### config.mk
export PLATFORM = sky130hd
export DESIGN_NAME = pc_gen
export DESIGN_NICKNAME = d
export VERILOG_FILES = /design/src/rtl/pc_gen_pkg.sv /design/src/rtl/pc_gen_next_sel.sv /design/src/rtl/pc_gen.sv
export SDC_FILE = /design/constraint.sdc
export NUM_CORES = 1
export LEC_CHECK = 0
export CAP_MARGIN = 15
export CELL_PAD_IN_SITES_DETAIL_PLACEMENT = 1
export CELL_PAD_IN_SITES_GLOBAL_PLACEMENT = 1
export CORE_ASPECT_RATIO = 1.1
export CORE_MARGIN = 4
export CORE_UTILIZATION = 30
export CTS_BUF_LIST = sky130_fd_sc_hd__clkbuf_8
export DETAILED_ROUTE_END_ITERATION = 8
export HOLD_SLACK_MARGIN = 0.03
export PLACE_DENSITY_LB_ADDON = 0.1
export SYNTH_ARGS = -nofsm -noshare
export SYNTH_HDL_FRONTEND = slang
export SYNTH_SLANG_ARGS = --single-unit
### constraint.sdc
create_clock -name clk_i -period 2.6 [get_ports clk_i]
set_clock_uncertainty 0.05 [all_clocks]
set_input_delay 0.78 -clock clk_i [delete_from_list [all_inputs] [get_ports clk_i]]
set_output_delay 0.78 -clock clk_i [all_outputs]
set_load 0.03 [all_outputs]
### src/rtl/pc_gen_pkg.sv
// Shared PC-generator constants and FSM encoding, used by ROM, IF-ID and CSR logic.
// Latency: n/a (declarations only).
// Backpressure: n/a.
package pc_gen_pkg;

    localparam int          ADDR_WIDTH_DEF = 32;
    localparam logic [31:0] RESET_VEC_DEF  = 32'h0000_0000;
    localparam int unsigned INC_DEF        = 4;
    localparam int unsigned ALIGN_BITS_DEF = 2;

    typedef enum logic [1:0] {
        S_RESET = 2'd0,
        S_RUN   = 2'd1,
        S_HALT  = 2'd2
    } pc_state_t;

endpackage

### src/rtl/pc_gen_next_sel.sv
// Next-PC priority mux (trap > jump > hold > increment) with target alignment and misalign detect.
// Latency: purely combinational.
// Backpressure: a non-accepted request or an external hold keeps the current PC.
module pc_next_sel
    import pc_gen_pkg::*;
#(
    parameter int          ADDR_WIDTH = ADDR_WIDTH_DEF,
    parameter int unsigned INC        = INC_DEF,
    parameter int unsigned ALIGN_BITS = ALIGN_BITS_DEF
) (
    input  logic [ADDR_WIDTH-1:0] i_pc,
    input  logic                  i_ce,
    input  logic                  i_ready,
    input  logic                  i_hold,
    input  logic                  i_trap,
    input  logic [ADDR_WIDTH-1:0] i_trap_vec,
    input  logic                  i_jump,
    input  logic [ADDR_WIDTH-1:0] i_jump_addr,
    output logic [ADDR_WIDTH-1:0] o_next_pc,
    output logic                  o_redirect,
    output logic                  o_misalign
);

    localparam logic [ADDR_WIDTH-1:0] ALIGN_MASK = {ADDR_WIDTH{1'b1}} << ALIGN_BITS;

    logic [ADDR_WIDTH-1:0] w_target_raw;
    logic                  w_advance;

    assign w_target_raw = i_trap ? i_trap_vec : i_jump_addr;
    assign o_redirect   = i_trap | i_jump;
    assign o_misalign   = o_redirect & (|(w_target_raw & ~ALIGN_MASK));
    assign w_advance    = i_ce & i_ready & ~i_hold;

    // Increment wraps modulo 2^ADDR_WIDTH by construction of the adder width.
    assign o_next_pc = o_redirect ? (w_target_raw & ALIGN_MASK) :
                       w_advance  ? (i_pc + ADDR_WIDTH'(INC))   :
                                    i_pc;

endmodule

### src/rtl/pc_gen.sv
// IF-stage program counter: issues fetch addresses over ce/ready with stall, halt and redirects.
// Latency: every input affects outputs one cycle later; all outputs are registered.
// Backpressure: while ce_o=1 and ready_i=0 the PC holds; a redirect replaces the pending request.
module pc_gen
    import pc_gen_pkg::*;
#(
    parameter int          ADDR_WIDTH = ADDR_WIDTH_DEF,
    parameter logic [31:0] RESET_VEC  = RESET_VEC_DEF,
    parameter int unsigned INC        = INC_DEF,
    parameter int unsigned ALIGN_BITS = ALIGN_BITS_DEF
) (
    input  logic                  clk_i,
    input  logic                  rst_i,
    input  logic                  stall_i,
    input  logic                  halt_i,
    input  logic                  jump_i,
    input  logic [ADDR_WIDTH-1:0] jump_addr_i,
    input  logic                  trap_i,
    input  logic [ADDR_WIDTH-1:0] trap_vec_i,
    input  logic                  ready_i,
    output logic [ADDR_WIDTH-1:0] pc_o,
    output logic                  ce_o,
    output logic                  redirect_o,
    output logic                  misalign_o
);

    localparam logic [ADDR_WIDTH-1:0] RESET_PC = ADDR_WIDTH'(RESET_VEC);

    pc_state_t             r_state;
    logic [ADDR_WIDTH-1:0] r_pc;
    logic                  r_ce;
    logic                  r_redirect;
    logic                  r_misalign;

    logic [ADDR_WIDTH-1:0] w_next_pc;
    logic                  w_redirect;
    logic                  w_misalign;

    // Halt squashes the in-flight request, so resuming refetches the held address.
    pc_next_sel #(
        .ADDR_WIDTH (ADDR_WIDTH),
        .INC        (INC),
        .ALIGN_BITS (ALIGN_BITS)
    ) u_next_sel (
        .i_pc        (r_pc),
        .i_ce        (r_ce),
        .i_ready     (ready_i),
        .i_hold      (stall_i | halt_i),
        .i_trap      (trap_i),
        .i_trap_vec  (trap_vec_i),
        .i_jump      (jump_i),
        .i_jump_addr (jump_addr_i),
        .o_next_pc   (w_next_pc),
        .o_redirect  (w_redirect),
        .o_misalign  (w_misalign)
    );

    always_ff @(posedge clk_i) begin
        if (rst_i) begin
            r_state    <= S_RESET;
            r_pc       <= RESET_PC;
            r_ce       <= 1'b0;
            r_redirect <= 1'b0;
            r_misalign <= 1'b0;
        end else begin
            r_pc       <= w_next_pc;
            r_redirect <= w_redirect;
            r_misalign <= w_misalign;
            case (r_state)
                S_RESET: begin
                    r_state <= S_RUN;
                    r_ce    <= 1'b1;
                end
                S_RUN: begin
                    if (halt_i && !w_redirect) begin
                        r_state <= S_HALT;
                        r_ce    <= 1'b0;
                    end else begin
                        r_ce    <= 1'b1;
                    end
                end
                S_HALT: begin
                    if (!halt_i) begin
                        r_state <= S_RUN;
                        r_ce    <= 1'b1;
                    end else begin
                        r_ce    <= 1'b0;
                    end
                end
                default: begin
                    r_state <= S_RESET;
                    r_ce    <= 1'b0;
                end
            endcase
        end
    end

    assign pc_o       = r_pc;
    assign ce_o       = r_ce;
    assign redirect_o = r_redirect;
    assign misalign_o = r_misalign;

endmodule

==> flow_summary.json <==
{
  "post-route-cell-area_mm2": 0.00384,
  "synth-main-ff-cell": "dfxtp_1",
  "wl_met1_um": 4160,
  "grt.total_usage_pct": 19.7,
  "arrival_ns": 2.62,
  "worst_slack_ns": 0.111,
  "cts_resized": 0,
  "initial_core_util_pct": 30.9,
  "drv_slew": 0,
  "nNetsFinal": 503,
  "antenna_found_initial": 0,
  "maxCapViolCount": 0,
  "clockBufferDepth": 2,
  "port_buffers": 103,
  "final_cell_mix": "clkdlybuf4s50_1, dfxtp_1, nand2_1, a21oi_1",
  "insertion_delay_ns": 0.29,
  "clock.fmax_mhz": 402,
  "dr.pass1.iters": 4,
  "setup_violations": 0,
  "post-route-drc-count": 0,
  "power.leakage_nw": 1.34,
  "die_w_um": 94.3,
  "synth_area_per_cell_um2": 7.62,
  "die-height_um": 103,
  "core-area_mm2": 0.00796,
  "synth-seq-area-share_pct": 28.5,
  "place_area_mm2": 0.00373,
  "grt_pass1_wl_um": 15200,
  "hold_viol": 0,
  "min_path_type": "reg2reg",
  "p_total_w": 0.00161,
  "synthToLayoutAreaGrowth_pct": 56.3,
  "async_reset_ff_share_pct": 0,
  "cts_tree": "yes",
  "start_kind": "primary input",
  "critical_path_required_ns": 2.73,
  "syn_area_mm2": 0.00246,
  "rows": 34,
  "drt_iter0_drc": 90,
  "layout-drive-gt1-share_pct": 12.7,
  "cts_root_buf": "clkbuf_8",
  "syn-instance-count": 323,
  "totalWireLength_um": 9520,
  "status": "completed",
  "dp_hpwl_um": 7310,
  "diodes": 0,
  "end_kind": "register",
  "synth_edf_count": 0,
  "grt_max_degree": 23,
  "cp_max_fo": 10,
  "grt_pass1_vias": 2998,
  "gr-total-overflow": 0,
  "path_clk_slew_ns": 0.08,
  "io-pin-count": 106,
  "synthDistinctLibCells": 57,
  "pre_cts_ws_ns": -0.190,
  "seq_area_um2": 701,
  "h-tree-depth": 2,
  "hold_slack_ns": 0.482,
  "ctsHoldBuffers": 0,
  "via_per_inst": 5.38,
  "fin_crit_sh_pct": 95.7,
  "die-area_mm2": 0.00971,
  "fill_cells": 961,
  "numCtsBuffers": 5,
  "ir_worst_vdd_mv": 0.192,
  "cts_sinks": 35,
  "layout_commonest_cell": "clkdlybuf4s50_1",
  "num_vias": 2905,
  "synth-seq-cells": 35,
  "multi_input_area_mm2": 0.00160,
  "wl_per_cell_um": 17.6,
  "routed.top_layer": "met4",
  "worstSetupPathType": "in2reg",
  "wl_met3_um": 490,
  "p_per_area_mw_per_mm2": 418,
  "fin_util_pct": 48.3,
  "gp_congestion": 0.778,
  "cts_setup_buffers": 0,
  "rsz0062_at_grt": "no",
  "route.met2.wl_um": 4780,
  "period_minus_slack_ns": 2.49,
  "yosys_warnings": 0,
  "ant_nets": 0
}
==> path summary, 6_finish.rpt <==
path | startpoint | to | slack (ns) | cells after the start
worst max-delay path | stall_i | pc_o[31] | 0.11 | 6
worst min-delay path | pc_o[8] | pc_o[8] | 0.48 | 2
worst max register to register | pc_o[2] | pc_o[26] | 0.42 | 6
worst min register to register | pc_o[8] | pc_o[8] | 0.48 | 2
==> synthesized netlist by cell type (all sizes together), types with 3 or more instances <==
master,n,share of area [%]
o221ai,3,1.1
nor4,9,3.9
buf,9,2.5
and2,5,1.3
clkbuf,20,3.1
a31oi,7,1.8
o21ai,27,5.5
and3,11,2.8
nor2,13,2.0
o21a,3,0.92
xnor2,7,2.5
or3,16,4.3
a211oi,20,6.9
dfxtp,35,28
inv,8,1.2
nand4,6,2.0
nor3,9,2.2
mux2i,3,1.2
nand3,15,3.3
a21oi,30,6.1
nand2,34,5.2
==> report_power, final <==
part           internal [W]  switching, W  leakage [nW]  total, W
sequential         0.000572     0.0000470         0.289  0.000619
clock              0.000310      0.000210        0.0612  0.000520
combinational      0.000242      0.000224         0.990  0.000466
total               0.00112      0.000481          1.34   0.00161
==> state kept, by name, summed over array words and instances (netlist names) <==
register / count
misalign_o: 1
r_state: 2
ce_o: 1
redirect_o: 1
pc_o: 30
==> kinds of logic (layout without fill, tap and decap cells) <==
family	after synthesis	count (layout)	synth area share, %
other	1	2	0.152
flip-flops	35	35	28.5
multiplexers	4	4	1.68
XOR/XNOR	8	8	2.85
adder cells (fa/ha/maj)	1	1	0.509
AO/OA/AOI/OAI	107	107	28.0
buffers and inverters	37	145	6.82
AND/OR/NAND/NOR	130	130	31.5
==> metrics by stage <==
step                TNS [ns]  instances
floorplan                  0        324
global placement      -0.614        532
detailed placement     -1.29        532
CTS                        0        540
global route               0        540
finish                     0        540
==> metal layers <==
layer  global-route usage [%]  vias up
met4                     3.67        0
met2                     35.2       68
met5                        0        -
li1                         -     1416
met3                     3.72        9
met1                     25.0     1412
==> worst max-delay path: stages <==
cell             delay (ns)
clkdlybuf4s50_1        0.43
nand4bb_4              0.24
or3_4                  0.49
nor4_4                 0.39
mux2i_1                0.23
nor3b_1                0.07
==> cell type report <==
class,count,share of cell area [%]
inverters,8,0.781
multi-input cells,252,41.6
repair buffers,129,32.9
clock inverters,2,0.911
clock buffers,6,2.15
well taps,108,3.51
flip-flops and latches,35,18.2
No activity file was read; power rests on OpenSTA's default activity.
